`src/rtl/logic_pipe_unit.sv`:
```
// logic_pipe_unit
// Two-stage pipelined bitwise logic unit. Each beat applies one of eight
// 2-input Boolean functions (selected by op) across WIDTH-bit operands a and b.
// Valid/ready handshake on both the input and output sides.
//
// Ports:
//   clk        clock, all state updates on the rising edge
//   rst        synchronous active-high reset
//   in_valid   operand beat offered
//   in_ready   unit accepts the beat this cycle (combinational from out_ready)
//   a, b       WIDTH-bit operands
//   op         function select, captured with the operands
//   out_valid  result beat available
//   out_ready  consumer accepts the result this cycle
//   y          WIDTH-bit result
//   y_zero     high when y == 0, qualified by out_valid
//   op_count   wrapping count of completed output transfers
//   y_parity   XOR-reduction of y (only when LOGIC_PIPE_PARITY_EN is defined)
//
// Optional feature macro: LOGIC_PIPE_PARITY_EN
module logic_pipe_unit #(
  parameter int WIDTH = 8,
  parameter int CNT_W = 16
) (
  input  logic             clk,
  input  logic             rst,
  input  logic             in_valid,
  output logic             in_ready,
  input  logic [WIDTH-1:0] a,
  input  logic [WIDTH-1:0] b,
  input  logic [2:0]       op,
  output logic             out_valid,
  input  logic             out_ready,
  output logic [WIDTH-1:0] y,
  output logic             y_zero,
  output logic [CNT_W-1:0] op_count
`ifdef LOGIC_PIPE_PARITY_EN
  ,
  output logic             y_parity
`endif
);

  // Stage 1: captured operands
  logic             s1_valid_reg;
  logic [WIDTH-1:0] a1_reg;
  logic [WIDTH-1:0] b1_reg;
  logic [2:0]       op1_reg;

  // Stage 2: registered result
  logic             s2_valid_reg;
  logic [WIDTH-1:0] y_reg;
  logic             y_zero_reg;
  logic [CNT_W-1:0] op_count_reg;

  logic             s1_en;
  logic             s2_en;
  logic             in_xfer;
  logic             out_xfer;
  logic [3:0]       lut;
  logic [WIDTH-1:0] f_next;

  assign s2_en    = ~s2_valid_reg | out_ready;
  assign s1_en    = ~s1_valid_reg | s2_en;
  assign in_ready = s1_en;
  assign in_xfer  = in_valid & s1_en;
  assign out_xfer = s2_valid_reg & out_ready;

  // Each function is expressed as a 4-entry truth table indexed by {a_bit, b_bit};
  // every result bit then reduces to a single table lookup.
  always_comb begin
    lut = 4'b0000;
    case (op1_reg)
      3'b000:  lut = 4'b1000; // AND
      3'b001:  lut = 4'b1110; // OR
      3'b010:  lut = 4'b0110; // XOR
      3'b011:  lut = 4'b0111; // NAND
      3'b100:  lut = 4'b0001; // NOR
      3'b101:  lut = 4'b1001; // XNOR
      3'b110:  lut = 4'b0100; // ANDN (a & ~b)
      default: lut = 4'b1010; // PASS_B
    endcase
  end

  genvar gi;
  generate
    for (gi = 0; gi < WIDTH; gi++) begin : g_bit
      assign f_next[gi] = lut[{a1_reg[gi], b1_reg[gi]}];
    end
  endgenerate

  always_ff @(posedge clk) begin
    if (rst) begin
      s1_valid_reg <= 1'b0;
      a1_reg       <= '0;
      b1_reg       <= '0;
      op1_reg      <= '0;
    end else if (s1_en) begin
      s1_valid_reg <= in_valid;
      // Operands only move on a real transfer so idle inputs never disturb stage 1.
      if (in_xfer) begin
        a1_reg  <= a;
        b1_reg  <= b;
        op1_reg <= op;
      end
    end
  end

  always_ff @(posedge clk) begin
    if (rst) begin
      s2_valid_reg <= 1'b0;
      y_reg        <= '0;
      y_zero_reg   <= 1'b0;
    end else if (s2_en) begin
      s2_valid_reg <= s1_valid_reg;
      // Bubbles leave y untouched so the last result stays visible.
      if (s1_valid_reg) begin
        y_reg      <= f_next;
        y_zero_reg <= (f_next == '0);
      end
    end
  end

  always_ff @(posedge clk) begin
    if (rst) begin
      op_count_reg <= '0;
    end else if (out_xfer) begin
      op_count_reg <= op_count_reg + CNT_W'(1);
    end
  end

`ifdef LOGIC_PIPE_PARITY_EN
  logic y_parity_reg;

  always_ff @(posedge clk) begin
    if (rst) begin
      y_parity_reg <= 1'b0;
    end else if (s2_en && s1_valid_reg) begin
      y_parity_reg <= ^f_next;
    end
  end

  assign y_parity = y_parity_reg;
`endif

  assign out_valid = s2_valid_reg;
  assign y         = y_reg;
  assign y_zero    = y_zero_reg;
  assign op_count  = op_count_reg;

endmodule

```
`config.mk`:
```
export PLATFORM = sky130hd
export DESIGN_NAME = logic_pipe_unit
export DESIGN_NICKNAME = d
export VERILOG_FILES = /design/src/rtl/logic_pipe_unit.sv
export SDC_FILE = /design/constraint.sdc
export NUM_CORES = 1
export LEC_CHECK = 0
export BUFFER_PORTS_ARGS = -buffer_cell sky130_fd_sc_hd__buf_2
export CAP_MARGIN = 40
export CORE_MARGIN = 3
export CORE_UTILIZATION = 46
export CTS_CLUSTER_DIAMETER = 100
export CTS_CLUSTER_SIZE = 24
export DETAILED_ROUTE_END_ITERATION = 7
export GPL_TIMING_DRIVEN = 0
export PLACE_DENSITY = 0.81
export SYNTH_ARGS = -nofsm -noshare
export SYNTH_HDL_FRONTEND = slang
export SYNTH_SLANG_ARGS = --single-unit
```
`constraint.sdc`:
```
create_clock -name clk -period 1.9 [get_ports clk]
set_input_delay 0.57 -clock clk [delete_from_list [all_inputs] [get_ports clk]]
set_output_delay 0.57 -clock clk [all_outputs]
set_load 0.02 [all_outputs]
```
## Word level (Yosys, flattened, before mapping)

Index checks and enable logic that the tools add are counted.

- Reductions and logical operators: 4
- Add/sub/neg operators: 1
- $lt $le $gt $ge: 8
- Equality and inequality tests: 6
- Bitwise gates (word level): 6
- Muxes and demuxes: 17

Operators with widths:

| cell | count |
|---|---|
| 4-bit case mux with 7 select lines | 1 |
| 2-bit by 3-bit < comparator with 1-bit output, second input constant | 8 |
| 16-bit by 1-bit adder with 16-bit output, second input constant | 1 |
| 1-bit binary-select mux with 2-bit select | 8 |
| 3-bit equality test, second input constant | 3 |
| 8-bit zero test | 1 |
| 1-bit two-way mux | 8 |
| 3-bit by 2-bit equality test with 1-bit output, second input constant | 2 |
| 2-bit AND reduction | 2 |
| 3-bit by 1-bit equality test with 1-bit output, second input constant | 1 |
| 3-bit zero test | 1 |
| 1-bit AND | 2 |
| 1-bit inverter | 2 |
| 1-bit OR | 2 |

- Input bits: 23
- Flip-flop bits (word level): 46
- Logic and storage cells: 50
- Output and inout port bits: 27

## Depth between registers and ports, before layout

- Depth after elaboration: 5
- Gate-level depth with buffers: 7
- Mapped depth without buffers: 6

## Worst setup path after synthesis

OpenSTA, ideal clock, no wires.

- Kind: input -> register
- Start: in out_ready
- End: reg a1_reg[0]
- Path slack: 0.088 ns
- Required time: 1.768 ns
- Setup time: 0.132 ns
- Buffers on the path: 2
- Stages: 7
- Data arrival time: 1.679 ns
- Cells stage by stage: nor2b_1 nand2_1 and2_1 clkbuf_1 clkbuf_1 nand2_1 a21oi_1

- Cells in the longest elaborated chain, start to end: 4

Ends and longest elaborated chain:

| item | line | text |
|---|---|---|
| start: declaration | 33 | `input logic out_ready,` |
| 1-bit OR (*) | 62 | `assign s2_en = ~s2_valid_reg \| out_ready;` |
| 1-bit OR (*) | 63 | `assign s1_en = ~s1_valid_reg \| s2_en;` |
| net in_ready | 28 | `output logic in_ready,` |
| 1-bit AND | 65 | `assign in_xfer = in_valid & s1_en;` |
| 2-bit AND reduction (no source line) (*) | n/a |  |
| end signal: assignment | 94 | `a1_reg <= '0;` |
| end signal: assignment | 101 | `a1_reg <= a;` |
| end: declaration | 45 | `logic [WIDTH-1:0] a1_reg;` |

Mark *: on every way through the listed nets, which the timed path passes. The rest lies on a longest branch.
A chain may end at the register's enable or synchronous reset.

## Worst setup path after layout

- Start: reg op1_reg[1]
- End: reg y_zero_reg (netlist: y_zero)

- Cells in the longest elaborated chain, start to end: 5
- Elaborated cells between the ends (all ways): 25
- Those cells by class: 6 x eq/ne; 17 x mux; 2 x reduce/logical

Ends and longest elaborated chain:

| item | line | text |
|---|---|---|
| start: declaration | 47 | `logic [2:0] op1_reg;` |
| start signal: assignment | 103 | `op1_reg <= op;` |
| 3-bit equality test, or another cell as far along | 72 | `case (op1_reg)` |
| 4-bit case mux with 7 select lines (*) | 72 |  |
| 1-bit binary-select mux with 2-bit select | 87 | `assign f_next[gi] = lut[{a1_reg[gi], b1_reg[gi]}];` |
| 1-bit two-way mux (not written as such) | 87 |  |
| 8-bit zero test (*) | 118 | `y_zero_reg <= (f_next == '0);` |
| end signal: assignment | 118 |  |
| end: declaration | 52 | `logic y_zero_reg;` |

Every way passes the cells marked *; elsewhere a longest branch is shown, timed or not. The select of a mux whose other input is x is not followed.

==> out/results.ini <==
[status]
status=completed

[clock_network]
root_buffer=clkbuf_8
numCtsBuffers=5
hold_buffers=0
cts_tree=done
clkTransAtPathRegs_ns=0.08
htreeDepth=2
cts_max_path_buffers=2
cts_sinks=46
clk_latency_ns=0.31

[timing]
worst_slew_pin_slew_ns=0.4756
finalHoldViolCount=0
period_share_pct=94.53
setup_slack_ns=0.1038
fin_crit_ns=1.796
maxSlewViolCount=0
setup_violations=0
rsz0062_at_grt=no
max_slew_margin_pct=68.17
max_freq_mhz=556.7
clock_skew_ns=0.004001

[worst_setup_path]
path_max_fanout=10
crit_type=flip-flop to flip-flop
r2r_start=op1_reg[1]
critical_path_arrival_ns=2.02
r2r_cells=6
worstPathRequired_ns=2.13
rr_endpoint=y_zero
start_kind=flip-flop
r2r_slack_ns=0.10
cp-end-kind=flip-flop

[placement]
place_congestion=0.9064
port_buffers=49
dpl_cell_area_sq_um=2542
dp_hpwl_mm=3.698
dp.cells=375
pre_cts_ws_ns=-0.1010

[synth]
synth_cell_type_count=39
synth_ff_type=dfxtp_1
netlist_top_cells_area=dfxtp_1, nand2_1, a21oi_1, nor2_1, mux4_2
syn_area_per_cell_sq_um=8.147
yosysWarnings=0
synth-seq-cells=46
syn_area_sq_um=2232
yosysSeqAreaShare_pct=41.26
synth_top_area_share_pct=41.26
syn_inst=274
post-synth-top-area-cell=dfxtp_1
synth_nets=298
synth_edf_count=0
synthArstFlopShare_pct=0

[finish]
instances_no_fill=383
synthToLayoutAreaGrowth_pct=17.88
antenna_cells=0
drive_gt1_share_pct=22.96
largest_reg_flops=16
finalNetCount=354
stdcell_area_sq_um=2631

[floorplan]
die_w_um=75.66
coreArea_sq_um=4504
die-area_sq_um=5724
io-pin-count=50
rows=24
initial_core_util_pct=49.56
fp.dieH_um=75.66

[route]
drtPass1Iterations=4
ant_nets=0
drc=0
wl_mm=5.023
avgRoutedWirePerCell_um=13.11
drt_first_iter_violations=140
drt-vias-per-instance=5.217
vias=1998

[grt]
grt-ovfl-total=0
grt_pass1_wl_mm=8.307
grt_pass1_vias=1895
antenna_found_initial=0
grt_max_degree=15
grt_usage_pct=18.98

[worst_hold_path]
hp-class=flip-flop to flip-flop
hp-start=y[7]
worstHoldEndpoint=y[7]
hold_path_depth=2

[power]
vdd_drop_max_mv=0.4101
power.leakage_nw=1.091
powerDensity_nw_per_um2=727.3

[run]
cap_viol_max_count=0

[metal layers]
metal	global-route usage, %	vias up	routed length (um)
li1	-	1049	-
met1	22.27	894	2204
met2	32.50	47	2397
met3	5.013	8	347
met4	8.350	0	74
met5	0	-	0
[per-stage QoR]
| step | util (%) | power (mW) | hold WS [ns] | setup TNS [ns] |
|---|---|---|---|---|
| after floorplan | - | 1.254 | 0.4449 | 0 |
| after global placement | 56.44 | 1.329 | 0.4566 | -0.8319 |
| after detailed placement | 56.44 | 1.339 | 0.4678 | -1.032 |
| after CTS | 58.36 | 1.922 | 0.4813 | 0 |
| after global routing | 58.42 | 1.998 | 0.4898 | 0 |
| final | 58.42 | 1.914 | 0.4756 | 0 |
[worst max path at each step]
stage | start | to | slack [ns]
floorplan | out_ready | a1_reg[0] | 0.09
global placement | out_ready | a1_reg[6] | -0.09
detailed placement | out_ready | a1_reg[6] | -0.10
CTS | op1_reg[2] | y_zero | 0.03
global route | op1_reg[1] | y_zero | 0.003
finish | op1_reg[1] | y_zero | 0.10
[cells in the final DEF (no fill, tap or decap), drive strengths merged]
cell     netlist  final
clkbuf        10     16
nand3          3      3
nor3           7      7
a2111oi        1      1
mux2i          3      3
and2           3      3
xor2          12     12
a311oi         1      1
dfxtp         46     46
o21bai         1      1
a21oi         28     28
ha             1      1
nor2          37     37
o31ai          2      2
clkinv         0      2
o21a           2      2
or3b           2      2
xnor2          4      4
a211oi         6      6
and3           2      2
nor2b          5      5
o21ai          7      7
nand2b         1      1
nand3b         1      1
a22oi          1      1
nand4          8      8
and4           2      2
nand2         47     47
nor3b          2      2
a31oi          6      6
inv            9      9
or2            1      1
mux4           6      6
buf            7     56
[timing repair]
item,CTS,global route
buffers inserted,0,0
endpoints found under the setup margin,0,3
resized for setup,0,3
endpoints found under the hold margin,0,0
[report_power, final]
part	total (mW)	switching, mW	internal (mW)	leakage, nW
clock network	0.597	0.337	0.260	0.0452
logic	0.279	0.158	0.121	0.669
registers	1.04	0.0361	1.00	0.376
total	1.91	0.531	1.38	1.09
[cells in the mapped netlist (all sizes together) (2+ instances only)]
| master | number |
|---|---|
| a211oi | 6 |
| a21oi | 28 |
| a31oi | 6 |
| and2 | 3 |
| and3 | 2 |
| and4 | 2 |
| buf | 7 |
| clkbuf | 10 |
| dfxtp | 46 |
| inv | 9 |
| mux2i | 3 |
| mux4 | 6 |
| nand2 | 47 |
| nand3 | 3 |
| nand4 | 8 |
| nor2 | 37 |
| nor2b | 5 |
| nor3 | 7 |
| nor3b | 2 |
| o21a | 2 |
| o21ai | 7 |
| o31ai | 2 |
| or3b | 2 |
| xnor2 | 4 |
| xor2 | 12 |
[cell families after synthesis]
family / share of synthesized area, %
and+or+nand+nor: 24.89
AOI/OAI and AO/OA: 14.35
DFF: 41.26
xor gates and xnor gates: 6.278
muxes: 7.399
buffers and inverters: 5.269
adders and majority gates: 0.5604
[layout make-up]
class,instances,area (sq um)
sequential,46,922.1
clock inverter,2,13.76
buffer,17,85.08
multi-input combinational,202,1194
inverter,9,33.78
fill,419,1873
timing repair buffer,49,245.2
clock buffer,6,72.57
tap,52,65.06
[critical path, cell delays in order, from the launching register on]
cell and delay, ns:
dfxtp_1 0.36, buf_6 0.15, nor2_1 0.11, mux4_2 0.47, a31oi_1 0.24, nand4_1 0.14, o31ai_1 0.25
No activity file was read; power rests on OpenSTA's default activity.
